[src/rtl/sram_axi_bridge.sv]
`default_nettype none
// ==========================================================================
// Module  : sram_axi_bridge
// Brief   : inst/data sram-like channels -> one AXI3 master, single beat,
//           one outstanding. Option macro: SRAM_AXI_BRIDGE_ERR_EN (bus_err).
// Revision: 1.0
// ==========================================================================
module sram_axi_bridge #(
  parameter int ADDR_W = 32,
  parameter int DATA_W = 32
) (
  input  logic              clk,
  input  logic              resetn,
  input  logic              inst_req,
  input  logic              inst_wr,
  input  logic [1:0]        inst_size,
  input  logic [ADDR_W-1:0] inst_addr,
  input  logic [DATA_W-1:0] inst_wdata,
  output logic [DATA_W-1:0] inst_rdata,
  output logic              inst_addr_ok,
  output logic              inst_data_ok,
  input  logic              data_req,
  input  logic              data_wr,
  input  logic [1:0]        data_size,
  input  logic [ADDR_W-1:0] data_addr,
  input  logic [DATA_W-1:0] data_wdata,
  output logic [DATA_W-1:0] data_rdata,
  output logic              data_addr_ok,
  output logic              data_data_ok,
`ifdef SRAM_AXI_BRIDGE_ERR_EN
  output logic              bus_err,
`endif
  output logic [3:0]        arid,
  output logic [ADDR_W-1:0] araddr,
  output logic [3:0]        arlen,
  output logic [2:0]        arsize,
  output logic [1:0]        arburst,
  output logic [1:0]        arlock,
  output logic [3:0]        arcache,
  output logic [2:0]        arprot,
  output logic              arvalid,
  input  logic              arready,
  input  logic [3:0]        rid,
  input  logic [DATA_W-1:0] rdata,
  input  logic [1:0]        rresp,
  input  logic              rlast,
  input  logic              rvalid,
  output logic              rready,
  output logic [3:0]        awid,
  output logic [ADDR_W-1:0] awaddr,
  output logic [3:0]        awlen,
  output logic [2:0]        awsize,
  output logic [1:0]        awburst,
  output logic [1:0]        awlock,
  output logic [3:0]        awcache,
  output logic [2:0]        awprot,
  output logic              awvalid,
  input  logic              awready,
  output logic [3:0]        wid,
  output logic [DATA_W-1:0] wdata,
  output logic [3:0]        wstrb,
  output logic              wlast,
  output logic              wvalid,
  input  logic              wready,
  input  logic [1:0]        bresp,
  input  logic              bvalid,
  output logic              bready
);

  typedef enum logic [2:0] {
    S_IDLE    = 3'd0,
    S_RD_ADDR = 3'd1,
    S_RD_DATA = 3'd2,
    S_WR_REQ  = 3'd3,
    S_WR_RESP = 3'd4
  } state_t;

  state_t            state_q, state_d;
  logic [ADDR_W-1:0] addr_q, addr_d;
  logic [1:0]        size_q, size_d;
  logic [DATA_W-1:0] wdata_q, wdata_d;
  logic              owner_q, owner_d;
  logic              aw_done_q, aw_done_d;
  logic              w_done_q, w_done_d;
  logic [DATA_W-1:0] inst_rdata_q, inst_rdata_d;
  logic [DATA_W-1:0] data_rdata_q, data_rdata_d;

  assign arlen   = 4'd0;
  assign awlen   = 4'd0;
  assign arburst = 2'd1;
  assign awburst = 2'd1;
  assign arlock  = 2'd0;
  assign awlock  = 2'd0;
  assign arcache = 4'd0;
  assign awcache = 4'd0;
  assign arprot  = 3'd0;
  assign awprot  = 3'd0;
  assign awid    = 4'd1;
  assign wid     = 4'd1;
  assign wlast   = 1'b1;

  assign arid   = {3'b000, owner_q};
  assign araddr = addr_q;
  assign arsize = {1'b0, size_q};
  assign awaddr = addr_q;
  assign awsize = {1'b0, size_q};
  assign wdata  = wdata_q;

  always_comb begin
    case (size_q)
      2'd0:    wstrb = 4'b0001 << addr_q[1:0];
      2'd1:    wstrb = addr_q[1] ? 4'b1100 : 4'b0011;
      default: wstrb = 4'b1111;
    endcase
  end

  always_comb begin
    state_d      = state_q;
    addr_d       = addr_q;
    size_d       = size_q;
    wdata_d      = wdata_q;
    owner_d      = owner_q;
    aw_done_d    = aw_done_q;
    w_done_d     = w_done_q;
    inst_rdata_d = inst_rdata_q;
    data_rdata_d = data_rdata_q;
    inst_rdata   = inst_rdata_q;
    data_rdata   = data_rdata_q;
    inst_addr_ok = 1'b0;
    data_addr_ok = 1'b0;
    inst_data_ok = 1'b0;
    data_data_ok = 1'b0;
    arvalid      = 1'b0;
    rready       = 1'b0;
    awvalid      = 1'b0;
    wvalid       = 1'b0;
    bready       = 1'b0;

    case (state_q)
      S_IDLE: begin
        // addr_ok is gated by resetn so nothing is acknowledged while held in reset
        data_addr_ok = data_req & resetn;
        inst_addr_ok = inst_req & ~data_req & resetn;
        if (data_req) begin
          addr_d    = data_addr;
          size_d    = data_size;
          wdata_d   = data_wdata;
          owner_d   = 1'b1;
          aw_done_d = 1'b0;
          w_done_d  = 1'b0;
          state_d   = data_wr ? S_WR_REQ : S_RD_ADDR;
        end else if (inst_req) begin
          addr_d  = inst_addr;
          size_d  = inst_size;
          wdata_d = '0;
          owner_d = 1'b0;
          state_d = S_RD_ADDR;
        end
      end
      S_RD_ADDR: begin
        arvalid = 1'b1;
        if (arready) state_d = S_RD_DATA;
      end
      S_RD_DATA: begin
        rready = 1'b1;
        if (rvalid) begin
          if (owner_q) begin
            data_data_ok = 1'b1;
            data_rdata   = rdata;
            data_rdata_d = rdata;
          end else begin
            inst_data_ok = 1'b1;
            inst_rdata   = rdata;
            inst_rdata_d = rdata;
          end
          state_d = S_IDLE;
        end
      end
      S_WR_REQ: begin
        awvalid   = ~aw_done_q;
        wvalid    = ~w_done_q;
        aw_done_d = aw_done_q | awready;
        w_done_d  = w_done_q | wready;
        if (aw_done_d && w_done_d) state_d = S_WR_RESP;
      end
      S_WR_RESP: begin
        bready = 1'b1;
        if (bvalid) begin
          data_data_ok = 1'b1;
          state_d      = S_IDLE;
        end
      end
      default: state_d = S_IDLE;
    endcase
  end

  always_ff @(posedge clk or negedge resetn) begin
    if (!resetn) begin
      state_q      <= S_IDLE;
      addr_q       <= '0;
      size_q       <= '0;
      wdata_q      <= '0;
      owner_q      <= 1'b0;
      aw_done_q    <= 1'b0;
      w_done_q     <= 1'b0;
      inst_rdata_q <= '0;
      data_rdata_q <= '0;
    end else begin
      state_q      <= state_d;
      addr_q       <= addr_d;
      size_q       <= size_d;
      wdata_q      <= wdata_d;
      owner_q      <= owner_d;
      aw_done_q    <= aw_done_d;
      w_done_q     <= w_done_d;
      inst_rdata_q <= inst_rdata_d;
      data_rdata_q <= data_rdata_d;
    end
  end

`ifdef SRAM_AXI_BRIDGE_ERR_EN
  logic bus_err_q, bus_err_d;
  assign bus_err = bus_err_q;

  always_comb begin
    bus_err_d = bus_err_q | (rready & rvalid & (|rresp)) | (bready & bvalid & (|bresp));
  end

  always_ff @(posedge clk or negedge resetn) begin
    if (!resetn) bus_err_q <= 1'b0;
    else         bus_err_q <= bus_err_d;
  end

  logic w_unused_ok;
  assign w_unused_ok = ^{inst_wr, inst_wdata, rid, rlast};
`else
  logic w_unused_ok;
  assign w_unused_ok = ^{inst_wr, inst_wdata, rid, rlast, rresp, bresp};
`endif

endmodule
`default_nettype wire
[config.mk]
export PLATFORM = sky130hd
export DESIGN_NAME = sram_axi_bridge
export DESIGN_NICKNAME = d
export VERILOG_FILES = /design/src/rtl/sram_axi_bridge.sv
export SDC_FILE = /design/constraint.sdc
export NUM_CORES = 1
export LEC_CHECK = 0
export ABC_AREA = 1
export CORE_AREA = 2 2 158 160
export CTS_CLUSTER_DIAMETER = 80
export DETAILED_ROUTE_END_ITERATION = 6
export DIE_AREA = 0 0 160 162
export PLACE_DENSITY = 0.71
export SKIP_CTS_REPAIR_TIMING = 1
export SLEW_MARGIN = 20
export SYNTH_ARGS = -nofsm -noshare
export SYNTH_HDL_FRONTEND = slang
export SYNTH_SLANG_ARGS = --single-unit
[constraint.sdc]
create_clock -name clk -period 1.6 [get_ports clk]
set_input_delay 0.32 -clock clk [delete_from_list [all_inputs] [get_ports clk]]
set_output_delay 0.32 -clock clk [all_outputs]
set_load 0.01 [all_outputs]
After elaboration in Yosys (flattened, before gate mapping):

Cells that the tools add are included.

* flip-flop bits (word level): 136
* output and inout port bits: 222
* word-level logic and storage cells: 78

* equal/unequal tests: 11
* shift operators: 1
* muxes and demuxes: 41
* bitwise operators: 8
* reductions and logical operators: 8

Operators with widths (count)
* 32-bit 2-to-1 mux: 10
* 3-bit 2-to-1 mux: 6
* 1-bit 2-to-1 mux: 16
* 3-bit case mux with 5 select lines: 1
* 2-bit != test, second input constant: 5
* 4-bit case mux with 2 select lines: 1
* 3-bit by 2-bit == test with 1-bit output, second input constant: 2
* 2-bit 2-to-1 mux: 3
* 1-bit case mux with 2 select lines: 3
* 5-bit AND reduction: 1
* 4-bit 2-to-1 mux: 1
* 2-bit AND reduction: 2
* 2-bit nonzero test: 2
* 1-bit by 2-bit left shift with 4-bit output, first input constant: 1
* 1-bit bitwise AND: 3
* 3-bit by 1-bit == test with 1-bit output, second input constant: 1
* 3-bit == test, second input constant: 1
* 3-bit logical NOT: 1
* 3-bit != test, second input constant: 1
* 1-bit inverter: 3
* 2-bit by 1-bit == test with 1-bit output, second input constant: 1
* 2-bit logical NOT: 1
* 1-bit OR: 2
* 1-bit logical AND: 1

Logic depth before layout (Yosys ltp):

Gate-level depths: netlist of the first run.

* word-level depth: 4
* mapped depth: 8
* depth with buffers taken out: 8

Worst setup path before layout of the first run:

No wires, ideal clock.

* path type: register -> output
* from: reg state_q[0]
* to: out data_rdata[28]
* arrival time: 1.402 ns
* setup slack: -0.122 ns
* cell stages (with the launch flop): 5
* cell sequence: dfrtp_1 -> nor3_4 -> nand3_2 -> clkbuf_1 -> o21ai_0

* longest elaborated chain between the ends: 2

Ends and longest elaborated chain
* start, declared: line 78 `state_t state_q, state_d;`
* start signal, assigned: line 209 `state_q <= state_d;`
* 3-bit by 2-bit == test with 1-bit output: line 139 `case (state_q)`
* 32-bit 2-to-1 mux
* end, declared: line 27 `output logic [DATA_W-1:0] data_rdata,`

Every way passes these cells.

Worst setup path in the final report of the first run:

* from: reg state_q[2]
* to: out inst_rdata[20]

* longest elaborated chain between the ends: 2

Ends and longest elaborated chain
* 3-bit by 2-bit == test with 1-bit output: line 139
* 32-bit 2-to-1 mux
* end, declared: line 19 `output logic [DATA_W-1:0] inst_rdata,`

Every way passes these cells.

==> reports/metrics.cfg, run 1 <==
[setup_path]
r2r-end = araddr[2]
worstPathCellList = nor3_4 -> buf_6 -> nand3_4 -> buf_6 -> clkbuf_16 -> o21ai_4 -> buf_6
cp_max_fo = 6
rrSetupSlack_ps = -80
cpMostUsedCell = buf_6
worstSetupPathType = reg2out
r2r_start = state_q[0]
cpMaxStageDelayCell = dfrtp_1
cp.arrival_ps = 1890
cp.required_ps = 1280
endpoint_kind = primary output
slowest_delay_ps = 410
r2r_cells = 9
cp-start-kind = register

[clocking]
clock_sinks = 136
root_buffer = clkbuf_16
numCtsBuffers = 17
cts.htree.levels = 4
clk_pin_slew_ps = 60
clock_latency_ps = 410
cts_tree = built
cts_buffer_depth = 2

[sta]
setup_ws_ps = -610
min_period_over_period_pct = 138
slew_headroom_pct = 49.4
slew_violations = 0
tightest_slew_ps = 759
max_freq_mhz = 453
rsz0062_at_grt = true
finClkSkew_ps = 10.4
setup_viol = 134
hold_viol_final = 0
fin_crit_ps = 2210

[synthesis]
yosysUniqueCellTypes = 27
yosysTopAreaCellShare_pct = 51.9
yosysMostFrequentCell = dfrtp_1
yosys.area.top_type = dfrtp_1
yosys_warnings = 0
synthCells = 650
yosys-top-cells-count = dfrtp_1, nand2_1, buf_4
ys_seq_area_share_pct = 51.9
netlist_area_sq_mm = 0.00656
synth_top_flop_cell = dfrtp_1
synth-edff-count = 0
synth_area_leaders = dfrtp_1, buf_4, nand2_1
syn_area_per_cell_sq_um = 10.1
ys_ff_latch = 136
postSynth.asyncResetShare_pct = 100

[job]
maxCapViolCount = 0

[placed_design]
portBuffers = 319
postPlaceCellArea_sq_mm = 0.0101
gp_congestion = 0.839
dp_hpwl_microns = 14900

[drt]
drt_pass1_iterations = 6
drtIter0Drc = 292
finalWirelength_microns = 23300
vias = 5810
drtAntennaViolNets = 0
via_per_inst = 4.27
route.detailed.drc = 0
wl_per_cell_microns = 17.1

[min_path]
hold_path.class = in2async

[grt]
grt_pass1_wl_microns = 30900
grt_usage_pct = 15.3
grt_max_degree = 70
antenna_found_initial = 2
grt_pass1_vias = 5618
grt_overflow_total = 0

[floorplanning]
die_w_microns = 160
die_h_microns = 162
boundaryPins = 406
rows = 57
start_util_pct = 27.2
core_area_sq_mm = 0.0241
die_area_sq_mm = 0.0259

[layout]
layout-drive-gt1-share_pct = 34.8
post-route-cell-area_sq_mm = 0.0116
nNetsFinal = 1210
syn2layout_area_growth_pct = 76.8
num-fill-cells = 2276

[power]
finalPower_mw = 22.2
p_leak_nw = 6.66
powerDensity_mw_per_mm2 = 1910
max-vdd-ir-drop_uv = 871

[outcome]
status = finished, violations left
violations = negative setup slack

## critical path: cells and delay by family, from the launching register on
kind	cells	cell delay, ps
and+or+nand+nor	2	320
DFF	1	410
AOI/OAI and AO/OA	1	180
buffers and inverters	4	570
## report_power, final
group          switching (mW)  internal (mW)  total (mW)
sequential              0.929           5.02        5.94
clock                    1.57           2.00        3.57
combinational            5.95           6.70        12.6
total                    8.45           13.7        22.2
## worst max path at each step
stage                     startpoint        endpoint  slack [ps]  cells after the start
after floorplan           state_q[0]   data_rdata[0]         -20                      5
after global placement      data_req    data_addr_ok        -820                      6
after detailed placement    data_req    inst_addr_ok        -840                      4
after CTS                 state_q[0]  inst_rdata[29]       -1100                      6
after global routing      state_q[1]  data_rdata[20]        -740                      7
final                     state_q[2]  inst_rdata[20]        -610                      7
## routing by layer
| layer | track usage (%) | part of all wire, % | vias up |
|---|---|---|---|
| met5 | 0 | 0.056 | - |
| met1 | 18.4 | 40 | 2769 |
| met3 | 5.67 | 7.3 | 29 |
| met4 | 3.97 | 1.8 | 2 |
| li1 | - | - | 2754 |
| met2 | 26.1 | 51 | 256 |
## cells in the final DEF (no fill, tap or decap), drive strengths merged
master / n
a21o: 1
a22o: 32
buf: 164
clkbuf: 34
clkdlybuf4s50: 140
clkinv: 8
clkinvlp: 2
conb: 44
dfrtp: 136
diode: 1
dlygate4sd3: 1
dlymetal6s2s: 107
inv: 56
nand2: 116
nand3: 5
nand4: 2
nor2: 78
nor3: 2
nor4: 1
o211ai: 2
o21ai: 71
o21bai: 1
o31ai: 34
## registers in the layout (all words and copies together) (netlist names)
name,flops
araddr,32
data_rdata_q,32
inst_rdata_q,32
wdata,32
state_q,3
size_q,2
aw_done_q,1
owner_q,1
w_done_q,1
## per-stage QoR
stage / setup slack (ps) / cells / utilization, % / hold slack (ps) / TNS [ps]
floorplan: -18.0 / 692 / - / 24.4 / -875
global placement: -823 / 1290 / 42.0 / 257 / -66670
finish: -610 / 1362 / 48.1 / 407 / -40290
global route: -740 / 1361 / 48.1 / 416 / -54990
detailed placement: -843 / 1290 / 42.0 / 260 / -72330
CTS: -1100 / 1320 / 44.1 / -195 / -84570
## kinds of logic after synthesis
family / Yosys count / synth area share, %
AOI/OAI and AO/OA: 140 / 19.2
DFF: 136 / 51.9
and+or+nand+nor: 204 / 12.5
other: 2 / 0.115
buffers and inverters: 168 / 16.3
## area by class of cell
| class | count | area [sq um] | area share (%) |
|---|---|---|---|
| well taps | 324 | 405 | 3.50 |
| clock buffers | 18 | 439 | 3.79 |
| diodes | 1 | 2.50 | 0.0216 |
| repair buffers | 428 | 4390 | 37.9 |
| flip-flops and latches | 136 | 3410 | 29.4 |
| inverters | 54 | 203 | 1.75 |
| clock inverters | 12 | 80.1 | 0.691 |
| multi-input cells | 389 | 2670 | 23.0 |
No activity file was read; power rests on OpenSTA's default activity.
==> inputs of run 2 (changes only) <==
Settings changed: CORE_AREA 2 2 158 160 to not set, CORE_UTILIZATION set to 25, DIE_AREA 0 0 160 162 to not set, PLACE_DENSITY 0.71 to 0.67.
==> reports/metrics.cfg, run 2 (synthesized netlist as in run 1, its figures left out) <==
[clocking]
clk_pin_slew_ps = 60
cts_tree = built
cts.htree.levels = 4
root_buffer = clkbuf_16
cts_buffer_depth = 2
clock_latency_ps = 420
numCtsBuffers = 17
clock_sinks = 136

[setup_path]
cpLargestDelayFamily = buffers and inverters
cp_max_fo = 5
r2r-end = wdata[14]
r2r_cells = 8
worstSetupPathType = reg2out
cp.required_ps = 1280
r2r_start = state_q[1]
slowest_delay_ps = 360
cpMostUsedCell = buf_6
cp.arrival_ps = 1940
endpoint_kind = primary output
rrSetupSlack_ps = -120
worstPathCellList = inv_2 -> nor3_4 -> buf_6 -> nand3_4 -> buf_12 -> buf_4 -> o21ai_4 -> buf_6
cp-start-kind = register
cpMaxStageDelayCell = dfrtp_1
critPathBufInv = 5

[sta]
fin_crit_ps = 2260
tightest_slew_ps = 595
min_period_over_period_pct = 141
hold_viol_final = 0
setup_viol = 145
slew_violations = 0
slew_headroom_pct = 60.3
setup_ws_ps = -658
finClkSkew_ps = 9.59
fin_tns_setup_ps = -47000
max_freq_mhz = 443
rsz0062_at_grt = true

[grt]
grt_pass1_vias = 5262
grt_pass1_wl_microns = 28900
grt_overflow_total = 0
met1_usage_pct = 17.2
grtUsageMet3_pct = 5.03
grt_usage_pct = 14.3
antenna_found_initial = 1
grtUsageMet2_pct = 24.3
grt_busiest_layer = met2
grt_max_degree = 45

[layout]
multiInputGateArea_sq_mm = 0.00264
syn2layout_area_growth_pct = 80.7
final_cell_mix = clkdlybuf4s50_1, dfrtp_1, dlymetal6s2s_1
layout-drive-gt1-share_pct = 33.5
nNetsFinal = 1214
final_common_cell = clkdlybuf4s50_1
num-fill-cells = 2362
seq_area_sq_mm = 0.00341
fin_cells = 1374

[floorplanning]
core_area_sq_mm = 0.0255
die_w_microns = 164
boundaryPins = 406
rows = 58
die_area_sq_mm = 0.0269
die_h_microns = 164
start_util_pct = 25.7

[drt]
drtAntennaViolNets = 0
drt_pass1_iterations = 4
route.detailed.drc = 0
finalWirelength_microns = 22400
wl_per_cell_microns = 16.3
drtIter0Drc = 224
via_per_inst = 4.21
vias = 5780

[min_path]
worst_hold_path.endpoint = data_rdata_q[12]
worstHoldPathCells = 2
worstHoldStart = data_rdata_q[12]
hold_path.class = reg2reg

[power]
max-vdd-ir-drop_uv = 1030
finalPower_mw = 22.9
p_leak_nw = 6.80
powerDensity_mw_per_mm2 = 1930

[outcome]
violations = negative setup slack
status = finished, violations left

[placed_design]
placed_cells = 1291
gp_congestion = 0.755
portBuffers = 319
dp_hpwl_microns = 14600
dp_slack_ps = -776

[job]
maxCapViolCount = 0

run 2: cell types whose count changed in the layout (fill, tap and decap cells not counted), moves of 4 or more:
cell / previous run / this run
nand2_2: 25 / 15
buf_2: 52 / 46
nand2_1: 80 / 93
buf_4: 67 / 71
o21ai_1: 10 / 5
clkbuf_16: 26 / 31
dlymetal6s2s_1: 107 / 111
clkinv_2: 6 / 2
run 2: metal layers:
metal | vias to the layer above | part of all wire, % | wire, microns
met5 | - | 0 | 0
met4 | 0 | 0.82 | 184
met3 | 13 | 7.7 | 1740
met2 | 231 | 51 | 11400
met1 | 2770 | 41 | 9140
li1 | 2766 | - | -
run 2: per-stage QoR:
step                      utilization, %  area [sq um]  hold WS (ps)
final                               46.5         11800           463
after global routing                46.5         11800           479
after detailed placement            39.7         10100           380
after global placement              39.7         10100           387
after floorplan                        -          6760          24.4
after CTS                           42.0         10700         -80.3
run 2: power by group:
| part | switching [mW] | internal [mW] | leakage [nW] |
|---|---|---|---|
| Combinational | 5.85 | 7.08 | 4.80 |
| Sequential | 0.847 | 5.02 | 1.70 |
| Clock | 1.62 | 2.47 | 0.292 |
run 2: final cells by class:
type / instances / share of cell area, %
clock buffers: 19 / 3.65
well taps: 330 / 3.49
multi-input cells: 388 / 22.3
repair buffers: 433 / 38.6
diodes: 1 / 0.0211
inverters: 54 / 1.71
clock inverters: 13 / 1.43
flip-flops and latches: 136 / 28.8
run 2: worst register-to-register path, cell delays in order (launching register included):
cell and delay, ps:
dfrtp_1 390, buf_4 140, buf_6 120, nor2_4 170, buf_6 130, o211ai_4 140
buf_12 200, clkbuf_16 150, a22o_1 180
run 2: worst max-delay path by stage:
stage | endpoint | start | cells past startpoint | slack (ps)
6_report | inst_rdata[17] | state_q[1] | 8 | -660
5_1_grt | inst_rdata[25] | state_q[2] | 7 | -750
4_1_cts | inst_rdata[24] | state_q[0] | 6 | -1100
3_5_place_dp | data_rdata[24] | rvalid | 5 | -780
3_3_place_gp | data_rdata[24] | rvalid | 5 | -700
2_1_floorplan | data_rdata[0] | state_q[0] | 5 | -20
==> inputs of run 3 (changes only) <==
--- a/config.mk
+++ b/config.mk
@@ -10,2 +10,3 @@
 export CTS_CLUSTER_DIAMETER = 80
+export CTS_CLUSTER_SIZE = 30
 export DETAILED_ROUTE_END_ITERATION = 6
==> constraint.sdc (replaced) <==
create_clock -name clk -period 1.6 [get_ports clk]
set_input_delay 0.48 -clock clk [delete_from_list [all_inputs] [get_ports clk]]
set_output_delay 0.48 -clock clk [all_outputs]
set_load 0.01 [all_outputs]
==> reports/metrics.cfg, run 3 (synthesized netlist as in run 1, its figures left out) <==
[drt]
wl_met3_microns = 1740
vias = 5790
finalWirelength_microns = 21500
wl_per_cell_microns = 15.8
drtIter0Drc = 199
via_per_inst = 4.24
drt_pass1_iterations = 4
dr.max_layer_used = met5
drtAntennaViolNets = 0
route.detailed.drc = 0
wl_met2_microns = 10800
wl_met1_microns = 8740

[sta]
max_freq_mhz = 410
hold_ws_ps = 57.2
fin_crit_ps = 2440
setup_ws_ps = -836
finClkSkew_ps = 13.0
slew_violations = 0
tightest_slew_ps = 848
fin_tns_setup_ps = -52980
setup_viol = 84
slew_headroom_pct = 43.4
min_period_over_period_pct = 152
rsz0062_at_grt = true
hold_viol_final = 0

[placed_design]
gp_congestion = 0.764
dp_hpwl_microns = 15000
portBuffers = 319

[floorplanning]
die_area_sq_mm = 0.0269
boundaryPins = 406
die_h_microns = 164
start_util_pct = 25.7
core_area_sq_mm = 0.0255
rows = 58
die_w_microns = 164

[power]
p_leak_nw = 6.52
max-vdd-ir-drop_uv = 1030
powerDensity_mw_per_mm2 = 1910
finalPower_mw = 22.3

[job]
maxCapViolCount = 0

[layout]
final_cell_mix = clkdlybuf4s50_1, dfrtp_1, dlymetal6s2s_1
syn2layout_area_growth_pct = 78.4
post-route-util_pct = 45.9
num-fill-cells = 2383
nNetsFinal = 1207
seq_area_sq_mm = 0.00341
multiInputGateArea_sq_mm = 0.00278
layout-drive-gt1-share_pct = 37.8
final_common_cell = clkdlybuf4s50_1

[setup_path]
cp.arrival_ps = 1960
cpMaxStageDelayCell = clkdlybuf4s50_1
cp_max_fo = 5
worstPathCellList = clkdlybuf4s50_1 -> nand3_4 -> buf_12 -> buf_8 -> clkbuf_16 -> o21ai_4 -> buf_6
worstSetupPathType = in2out
cp.required_ps = 1120
cp-start-kind = primary input
endpoint_kind = primary output
slowest_delay_ps = 610

[clocking]
cts_buffer_depth = 2
numCtsBuffers = 17
clock_latency_ps = 410
clock_sinks = 136
clk_pin_slew_ps = 70
cts_tree = built
cts.htree.levels = 4
root_buffer = clkbuf_16

[grt]
grt_pass1_vias = 5451
grt_max_degree = 62
grt_usage_pct = 14.7
grt_pass1_wl_microns = 30100
grt_overflow_total = 0
antenna_found_initial = 2

[outcome]
status = finished, violations left
violations = negative setup slack

[min_path]
hold_path.class = in2async

run 3: changes by cell type in the layout (fill, tap and decap cells not counted), moves of 13 or more:
cell and delta:
buf_6 +23, nand2_1 -20, nand2_2 +20, o21ai_4 +20, o21ai_2 -17, dlymetal6s2s_1 -15, clkbuf_16 -13
run 3: routing by layer:
metal / vias to the layer above / global-route usage, %
li1: 2751 / -
met1: 2779 / 17.4
met2: 239 / 25.4
met3: 19 / 4.95
met4: 2 / 3.83
met5: - / 0
run 3: critical path: cells and delay by family:
family,cells,cell delay [ps]
and+or+nand+nor,1,150
AOI/OAI and AO/OA,1,160
buffers and inverters,5,1160
run 3: per-stage QoR:
stage               cells  worst slack (ps)  instance area (sq um)
floorplan             692              -186                   6980
global placement     1298             -1090                  10400
detailed placement   1298             -1110                  10400
CTS                  1330             -1180                  11000
global route         1366              -944                  11700
finish               1367              -836                  11700
run 3: layout make-up:
| class | instances | share of cell area [%] |
|---|---|---|
| repair buffers | 426 | 36.4 |
| well taps | 330 | 3.53 |
| multi-input cells | 388 | 23.7 |
| clock buffers | 19 | 3.70 |
| diodes | 1 | 0.0214 |
| flip-flops and latches | 136 | 29.2 |
| clock inverters | 13 | 1.63 |
| inverters | 54 | 1.80 |
run 3: power breakdown:
group          internal (mW)  total (mW)  leakage (nW)  switching [mW]
clock network           2.64        4.28         0.308            1.64
logic                   6.44        12.0          4.51            5.58
registers               5.03        6.01          1.70           0.978
total                   14.1        22.3          6.52            8.20
run 3: final timing paths:
check / from / endpoint / slack, ps / cells after the start
min: resetn / state_q[1] / 60 / 2
min reg2reg: inst_rdata_q[2] / inst_rdata_q[2] / 460 / 2
max reg2reg: state_q[1] / data_rdata_q[5] / -10 / 10
max: rvalid / data_rdata[12] / -840 / 7
min in group clk: inst_rdata_q[2] / inst_rdata_q[2] / 460 / 2
max in group asynchronous: resetn / araddr[26] / 310 / 3
